File: config.mk
export PLATFORM = sky130hd
export DESIGN_NAME = task_sequencer
export DESIGN_NICKNAME = d
export VERILOG_FILES = /design/src/rtl/task_sequencer.sv
export SDC_FILE = /design/constraint.sdc
export NUM_CORES = 1
export LEC_CHECK = 0
export CAP_MARGIN = 20
export CORE_AREA = 3 3 53 45
export DETAILED_ROUTE_END_ITERATION = 8
export DIE_AREA = 0 0 56 48
export HOLD_SLACK_MARGIN = 0.03
export PLACE_DENSITY = 0.72
export SETUP_SLACK_MARGIN = 0.15
export SYNTH_ARGS = -nofsm -noshare
export SYNTH_HDL_FRONTEND = slang
export SYNTH_SLANG_ARGS = --single-unit
export TNS_END_PERCENT = 50
File: constraint.sdc
create_clock -name clk -period 2.5 [get_ports clk]
set_clock_uncertainty 0.1 [all_clocks]
set_input_delay 0.625 -clock clk [delete_from_list [all_inputs] [get_ports clk]]
set_output_delay 0.625 -clock clk [all_outputs]
set_load 0.02 [all_outputs]
File: src/rtl/task_sequencer.sv
// Table-driven motion step sequencer with pause, abort, optional looping and a done pulse.
// Each step runs one motor action for a duration counted in one-clock tick pulses.
module task_sequencer #(
  parameter int                            NUM_STEPS      = 4,
  parameter int                            STEP_IDX_W     = 2,
  parameter int                            TIME_W         = 8,
  parameter logic [NUM_STEPS*TIME_W-1:0]   STEP_DURATIONS = {8'd5, 8'd3, 8'd5, 8'd3},
  parameter logic [NUM_STEPS*2-1:0]        STEP_ACTIONS   = {2'b10, 2'b01, 2'b10, 2'b01},
  parameter bit                            LOOP           = 1'b0
) (
  input  logic                  clk,
  input  logic                  reset,
  input  logic                  start,
  input  logic                  oneHz_enable,
  input  logic                  pause,
  input  logic                  abort,
  output logic                  enable_forward,
  output logic                  enable_left,
  output logic                  enable_right,
  output logic [1:0]            state,
  output logic [STEP_IDX_W-1:0] step_index,
  output logic [TIME_W-1:0]     remaining,
  output logic                  done
);

  localparam logic [1:0] ST_IDLE  = 2'd0;
  localparam logic [1:0] ST_RUN   = 2'd1;
  localparam logic [1:0] ST_PAUSE = 2'd2;
  localparam logic [1:0] ST_DONE  = 2'd3;

  localparam logic [STEP_IDX_W-1:0] FIRST_STEP = {STEP_IDX_W{1'b0}};
  localparam logic [STEP_IDX_W-1:0] LAST_STEP  = STEP_IDX_W'(NUM_STEPS - 1);
  localparam logic [STEP_IDX_W-1:0] STEP_ONE   = STEP_IDX_W'(1);
  localparam logic [TIME_W-1:0]     TIME_ZERO  = {TIME_W{1'b0}};
  localparam logic [TIME_W-1:0]     TIME_ONE   = TIME_W'(1);

  // A zero-length table entry still occupies one tick
  function automatic logic [TIME_W-1:0] step_duration(input logic [STEP_IDX_W-1:0] idx);
    logic [TIME_W-1:0] dur_v;
    dur_v = STEP_DURATIONS[int'(idx)*TIME_W +: TIME_W];
    if (dur_v == TIME_ZERO) begin
      return TIME_ONE;
    end else begin
      return dur_v;
    end
  endfunction

  // Returns {forward, left, right}
  function automatic logic [2:0] decode_action(input logic [STEP_IDX_W-1:0] idx);
    case (STEP_ACTIONS[int'(idx)*2 +: 2])
      2'b01:   return 3'b100;
      2'b10:   return 3'b010;
      2'b11:   return 3'b001;
      default: return 3'b000;
    endcase
  endfunction

  logic [1:0]            next_state_s;
  logic [STEP_IDX_W-1:0] next_step_s;
  logic [TIME_W-1:0]     next_remaining_s;
  logic                  next_done_s;
  logic [2:0]            next_enables_s;

  // Next-state logic; abort outranks pause, pause outranks tick, tick outranks start
  always_comb begin
    next_state_s     = state;
    next_step_s      = step_index;
    next_remaining_s = remaining;
    next_done_s      = 1'b0;
    case (state)
      ST_IDLE: begin
        if (!abort && start) begin
          next_state_s     = ST_RUN;
          next_step_s      = FIRST_STEP;
          next_remaining_s = step_duration(FIRST_STEP);
        end else begin
          next_state_s = ST_IDLE;
        end
      end
      ST_RUN: begin
        if (abort) begin
          next_state_s     = ST_IDLE;
          next_step_s      = FIRST_STEP;
          next_remaining_s = TIME_ZERO;
        end else if (pause) begin
          next_state_s = ST_PAUSE;
        end else if (oneHz_enable) begin
          if (remaining > TIME_ONE) begin
            next_remaining_s = remaining - TIME_ONE;
          end else if (step_index != LAST_STEP) begin
            next_step_s      = step_index + STEP_ONE;
            next_remaining_s = step_duration(step_index + STEP_ONE);
          end else if (LOOP) begin
            next_step_s      = FIRST_STEP;
            next_remaining_s = step_duration(FIRST_STEP);
            next_done_s      = !done;
          end else begin
            next_state_s     = ST_DONE;
            next_remaining_s = TIME_ZERO;
            next_done_s      = !done;
          end
        end else begin
          next_state_s = ST_RUN;
        end
      end
      ST_PAUSE: begin
        if (abort) begin
          next_state_s     = ST_IDLE;
          next_step_s      = FIRST_STEP;
          next_remaining_s = TIME_ZERO;
        end else if (!pause) begin
          next_state_s = ST_RUN;
        end else begin
          next_state_s = ST_PAUSE;
        end
      end
      ST_DONE: begin
        if (abort) begin
          next_state_s     = ST_IDLE;
          next_step_s      = FIRST_STEP;
          next_remaining_s = TIME_ZERO;
        end else if (start) begin
          next_state_s     = ST_RUN;
          next_step_s      = FIRST_STEP;
          next_remaining_s = step_duration(FIRST_STEP);
        end else begin
          next_state_s = ST_DONE;
        end
      end
      default: begin
        next_state_s     = ST_IDLE;
        next_step_s      = FIRST_STEP;
        next_remaining_s = TIME_ZERO;
      end
    endcase

    if (next_state_s == ST_RUN) begin
      next_enables_s = decode_action(next_step_s);
    end else begin
      next_enables_s = 3'b000;
    end
  end

  // Output registers; enables follow the step they will be driving
  always_ff @(posedge clk) begin
    if (reset) begin
      state          <= ST_IDLE;
      step_index     <= FIRST_STEP;
      remaining      <= TIME_ZERO;
      done           <= 1'b0;
      enable_forward <= 1'b0;
      enable_left    <= 1'b0;
      enable_right   <= 1'b0;
    end else begin
      state          <= next_state_s;
      step_index     <= next_step_s;
      remaining      <= next_remaining_s;
      done           <= next_done_s;
      enable_forward <= next_enables_s[2];
      enable_left    <= next_enables_s[1];
      enable_right   <= next_enables_s[0];
    end
  end

endmodule

==> impl_metrics.tcl, run 1 <==
set metrics [dict create \
    ctsHoldBuffers 0 \
    crit_path_end "state[1]" \
    critPathRequiredTime_ns 1.77 \
    slowest_stage "clkdlybuf4s50_1" \
    netlist_area_um2 890 \
    wl_per_cell_um 12.6 \
    antenna_left 0 \
    outcome "finished clean" \
    antenna_found_initial 0 \
    die_area_mm2 0.00269 \
    cts_buffers 3 \
    synth_area_per_cell_um2 8.64 \
    crit_type "flip-flop to primary output" \
    hold_slack_ns 0.343 \
    drt_iter0_markers 8 \
    num_rows 14 \
    ys_seq_area_frac 0.360 \
    cp_max_fo 12 \
    finalWirelength_mm 1.95 \
    path_cells "clkdlybuf4s50_1" \
    maxCapViolations 0 \
    portBuffers 21 \
    p_leak_nw 0.456 \
    fin_crit_ns 2.29 \
    rsz0062_at_grt "true" \
    reg2reg_depth 5 \
    slowest_delay_ns 0.69 \
    finalSetupViolCount 0 \
    cts-root-buf "clkbuf_4" \
    post_cts_resized 0 \
    vias 800 \
    syn_nets 111 \
    worst-path-stages 1 \
    powerDensity_mw_per_mm2 543 \
    grt-ovfl-total 0 \
    post_cts_buffers 0 \
    drv_slew 0 \
    hold_path_class "flip-flop to flip-flop" \
    place_ws_ns -0.0433 \
    tightest_slew_ns 0.519 \
    ys_types 41 \
    cts_max_level 1 \
    worstSkewPairLatency_ns 0.29 \
    first_pass_iters 4 \
    grt_max_degree 13 \
    yosys.area.top_type "dfxtp_1" \
    finalCritPeriodShare 0.914 \
    start_util 0.470 \
    rr_startpoint "remaining[2]" \
    dp.cells 151 \
    fmax_mhz 437 \
    cpLargestDelayFamily "buffers and inverters" \
    die_y_um 48 \
    io_pins 22 \
    slew-limit-headroom 0.645 \
    n_antenna_cell 0 \
    cp-start-kind "flip-flop" \
    place_congestion 0.817 \
    cp.arrival_ns 1.56 \
    yosysTopAreaCellShare 0.360 \
    syn_to_final_growth_pct 33.9 \
    cts_tree "yes" \
    ys.warnings.count 0 \
    cp-startpoint "state[1]" \
    synthCells 103 \
    finalHoldViolCount 0 \
    synth_area_leaders "dfxtp_1 36%, xnor2_1 6.9%, nor2_1 6.3%, a21oi_1 4.5%, ha_1 2.8%" \
    synth-edff-count 0 \
    critPathBufInv 1 \
    drive_gt1_frac 0.160 \
    via_per_inst 5.16 \
    reg2reg_to "enable_left" \
    ys_seq_elements 16 \
    crit_path_end_kind "primary output" \
    ir_drop_v 0.000406 \
    final_cells 155 \
    grt_pass1_wl_mm 3.20 \
    rrSetupSlack_ns 0.31 \
    drc_errors 0 \
    grt_pass1_vias 704 \
    layout.nets 140 \
    cts.sinks 16 \
    dpl.hpwl_mm 1.47 \
    clockBufferDepth 2 \
    die_x_um 56 \
    core-area_mm2 0.00189 \
    fin_ws_ns 0.214 \
    final_core_util 0.630 \
    ys_async_sr_fraction 0 \
    track_usage 0.159 \
    synth_flop_cell "dfxtp_1" \
    clkTransAtPathRegs_ns 0.09 \
]
## sequential cells by signal, indices dropped and copies added (netlist names)
signal,count
remaining,8
state,2
step_index,2
done,1
enable_forward,1
enable_left,1
enable_right,1
## metal layers
layer	global-route usage	share of wire
met4	0.0758	0.016
met1	0.204	0.51
met5	0	0
met2	0.240	0.42
met3	0.0593	0.056
## synth_stat cells, types with 2 or more instances
cell type   n
a2111oi_0   2
a21oi_1     8
and2b_1     2
buf_6       2
dfxtp_1    16
ha_1        2
inv_1       5
nand2_1     6
nand3_1     3
nor2_1     15
nor2b_1     2
nor3_1      3
nor4_1      2
or4_4       2
xnor2_1     7
## how the worst min path moves through the flow
| stage | start | endpoint | slack [ns] | cells after the start |
|---|---|---|---|---|
| final | done | done | 0.34 | 1 |
| after detailed placement | done | done | 0.33 | 1 |
| after global routing | done | done | 0.36 | 1 |
| after floorplan | done | done | 0.46 | 1 |
| after global placement | done | done | 0.33 | 1 |
| after CTS | done | done | 0.35 | 1 |
## metrics by stage
| stage | TNS [ns] | instance area [um2] | power (W) |
|---|---|---|---|
| final | 0 | 1190 | 0.000646 |
| after floorplan | 0 | 890 | 0.000412 |
| after detailed placement | -0.0520 | 1150 | 0.000480 |
| after global placement | 0 | 1150 | 0.000479 |
| after CTS | 0 | 1190 | 0.000654 |
| after global routing | 0 | 1190 | 0.000680 |
## layout make-up
type,instances,area [um2]
clock buffer,4,36.3
fill,163,701
inverter,5,18.8
multi-input combinational,77,515
sequential,16,320
tap,24,30.0
timing repair buffer,29,270
## layout by cell type (no fill, tap or decap), drive strengths merged, types with 2 or more instances in the layout
master         netlist  final
a2111oi              2      2
buf                  3      8
nand3                3      3
clkbuf               2      4
nor2b                3      3
dfxtp               16     16
ha                   2      2
and2b                2      2
a21oi                8      8
nor4                 2      2
nor4b                2      2
nand2                6      6
nor3                 3      3
inv                  5      5
or4                  3      3
clkdlybuf4s50        0     21
nor2                15     15
xnor2                7      7
## report_power, final
| part | switching, W | leakage [nW] | total, W | internal (W) |
|---|---|---|---|---|
| clock network | 0.0000822 | 0.0210 | 0.000171 | 0.0000887 |
| logic | 0.0000889 | 0.305 | 0.000188 | 0.0000986 |
| registers | 0.0000195 | 0.131 | 0.000288 | 0.000268 |
| total | 0.000191 | 0.456 | 0.000646 | 0.000456 |
## cells by family (layout without fill, tap and decap cells)
| logic type | count (synthesis) | in the layout | synth area share |
|---|---|---|---|
| AOI/OAI and AO/OA | 20 | 20 | 0.167 |
| xor gates and xnor gates | 7 | 7 | 0.0689 |
| adders and majority gates | 2 | 2 | 0.0281 |
| buffers and inverters | 10 | 38 | 0.0619 |
| DFF | 16 | 16 | 0.360 |
| muxes | 1 | 1 | 0.0113 |
| other | 1 | 1 | 0.00422 |
| and+or+nand+nor | 46 | 46 | 0.298 |
(Power assumes the default switching activity.)
==> inputs of run 2 (changes only) <==
--- a/config.mk
+++ b/config.mk
@@ -9,6 +9,7 @@
 export CORE_AREA = 3 3 53 45
 export DETAILED_ROUTE_END_ITERATION = 8
 export DIE_AREA = 0 0 56 48
+export GPL_TIMING_DRIVEN = 0
 export HOLD_SLACK_MARGIN = 0.03
 export PLACE_DENSITY = 0.72
 export SETUP_SLACK_MARGIN = 0.15
==> run 2 against run 1 <==
First-iteration DRC count increased by 88%. Via count decreased by 0.38%. Hold slack improved by 0.0052 ns. Critical endpoint is now remaining[3]. Non-clock buffer count decreased by 5. Die area unchanged. Register-to-register slack got worse by 0.10 ns.
==> impl_metrics.tcl, run 2 (same netlist as run 1, synthesis figures left out) <==
set metrics [dict create \
    outcome "finished clean" \
    layout.nets 135 \
    place_ws_ns -0.280 \
    power.switching_w 0.000189 \
    syn_to_final_growth_pct 30.2 \
    first_pass_iters 4 \
    finalWirelength_mm 1.89 \
    mostFrequentLayoutCells "19 x clkdlybuf4s50_1, 16 x dfxtp_1, 15 x nor2_1" \
    crit_path_end_kind "flip-flop" \
    num_rows 14 \
    p_int_w 0.000444 \
    wl_per_cell_um 12.6 \
    grt_pass1_vias 690 \
    rr_startpoint "remaining[2]" \
    place_congestion 0.791 \
    portBuffers 19 \
    finalInstanceArea_mm2 0.00116 \
    track_usage 0.153 \
    p_leak_nw 0.436 \
    die_area_mm2 0.00269 \
    rrSetupSlack_ns 0.21 \
    antenna_found_initial 0 \
    p_comb_frac 0.279 \
    largest_reg_flops 8 \
    cpLargestDelayFamily "buffers and inverters" \
    cp-startpoint "start" \
    cts.sinks 16 \
    critPathBufInv 2 \
    ctsHoldBuffers 0 \
    hold-path-endpoint "done" \
    worstSkewPairLatency_ns 0.29 \
    crit_type "input pin to flip-flop" \
    slowest_stage "clkdlybuf4s50_1" \
    cts-root-buf "clkbuf_4" \
    clockBufferDepth 2 \
    die_x_um 56 \
    fin_crit_ns 2.29 \
    powerDensity_mw_per_mm2 547 \
    worstHoldStart "done" \
    place_area_mm2 0.00111 \
    hold_path_class "flip-flop to flip-flop" \
    grt_pass1_wl_mm 3.09 \
    start_util 0.470 \
    dpl.hpwl_mm 1.41 \
    drive_gt1_frac 0.151 \
    io_pins 22 \
    grt_max_degree 11 \
    drv_slew 0 \
    holdPathStages 1 \
    finalSetupViolCount 0 \
    seqPwrFrac 0.451 \
    tightest_slew_ns 0.617 \
    n_antenna_cell 0 \
    core-area_mm2 0.00189 \
    drt_iter0_markers 15 \
    cts_max_level 1 \
    fmax_mhz 436 \
    regMostFlops "remaining" \
    grt-ovfl-total 0 \
    path_cells "clkdlybuf4s50_1 -> nor4b_1 -> nor2b_1 -> clkbuf_2 -> a2111oi_1 -> xnor2_1 -> nor2_1" \
    clkTransAtPathRegs_ns 0.10 \
    finalHoldViolCount 0 \
    antenna_left 0 \
    reg2reg_depth 5 \
    critPathRequiredTime_ns 2.58 \
    fin_setup_tns_ns 0 \
    layout_commonest_cell "clkdlybuf4s50_1" \
    reg2reg_to "step_index[0]" \
    finalCritPeriodShare 0.918 \
    post_cts_buffers 0 \
    pwr-share-clk 0.270 \
    rsz0062_at_grt "true" \
    vias 797 \
    cts_buffers 3 \
    cp_max_fo 8 \
    slew-limit-headroom 0.585 \
    switching_share 0.299 \
    ir_drop_v 0.000386 \
    p_total_w 0.000633 \
    cp.arrival_ns 2.38 \
    top_regs "remaining: 8 flops, state: 2 flops, step_index: 2 flops" \
    die_y_um 48 \
    fin_ws_ns 0.206 \
    cts_tree "yes" \
    slowest_delay_ns 0.52 \
    via_per_inst 5.31 \
    hold_slack_ns 0.348 \
    drc_errors 0 \
    cp-start-kind "input pin" \
    maxCapViolations 0 \
]
[run 2: cell count changes in the layout (fill, tap and decap cells not counted), sizes merged]
cell	delta
buf	-5
clkbuf	+2
clkdlybuf4s50	-2
[run 2: power groups by stage]
stage | Combinational (W) | Clock, W | Sequential [W]
3_3_place_gp | 0.000172 | 0 | 0.000290
5_1_grt | 0.000193 | 0.000190 | 0.000289
2_1_floorplan | 0.000107 | 0 | 0.000304
4_1_cts | 0.000175 | 0.000175 | 0.000285
6_report | 0.000177 | 0.000171 | 0.000286
3_5_place_dp | 0.000174 | 0 | 0.000291
[run 2: routing by layer]
| layer | up-vias | GRT usage | routed length, um | part of all wire |
|---|---|---|---|---|
| met2 | 23 | 0.238 | 833 | 0.44 |
| li1 | 404 | - | - | - |
| met1 | 368 | 0.194 | 908 | 0.48 |
| met3 | 2 | 0.0647 | 129 | 0.068 |
| met5 | - | 0 | 0 | 0 |
| met4 | 0 | 0.0569 | 14 | 0.0074 |
[run 2: worst max path at each step]
stage,endpoint,cells after the start,slack [ns]
finish,remaining[3],7,0.21
global route,remaining[3],7,0.09
CTS,remaining[4],6,0.11
detailed placement,remaining[4],6,-0.28
global placement,remaining[3],6,-0.25
floorplan,step_index[0],5,0.36
[run 2: metrics by stage]
step,util,instances
final,0.612,150
after global routing,0.612,150
after CTS,0.607,150
after detailed placement,0.587,146
after global placement,0.587,146
after floorplan,-,103
[run 2: cell type report]
type                            instances  area (um2)
Multi-Input combinational cell         77         527
Buffer                                  5        36.3
Clock buffer                            4        36.3
Sequential cell                        16         320
Timing Repair Buffer                   19         190
Inverter                                5        18.8
Tap cell                               24        30.0
Fill cell                             180         733
[run 2: repair_timing]
action,CTS,global route
endpoints found under the setup margin,2,5
hold endpoints to repair,0,0
resized for setup,2,2
pin swaps,0,0
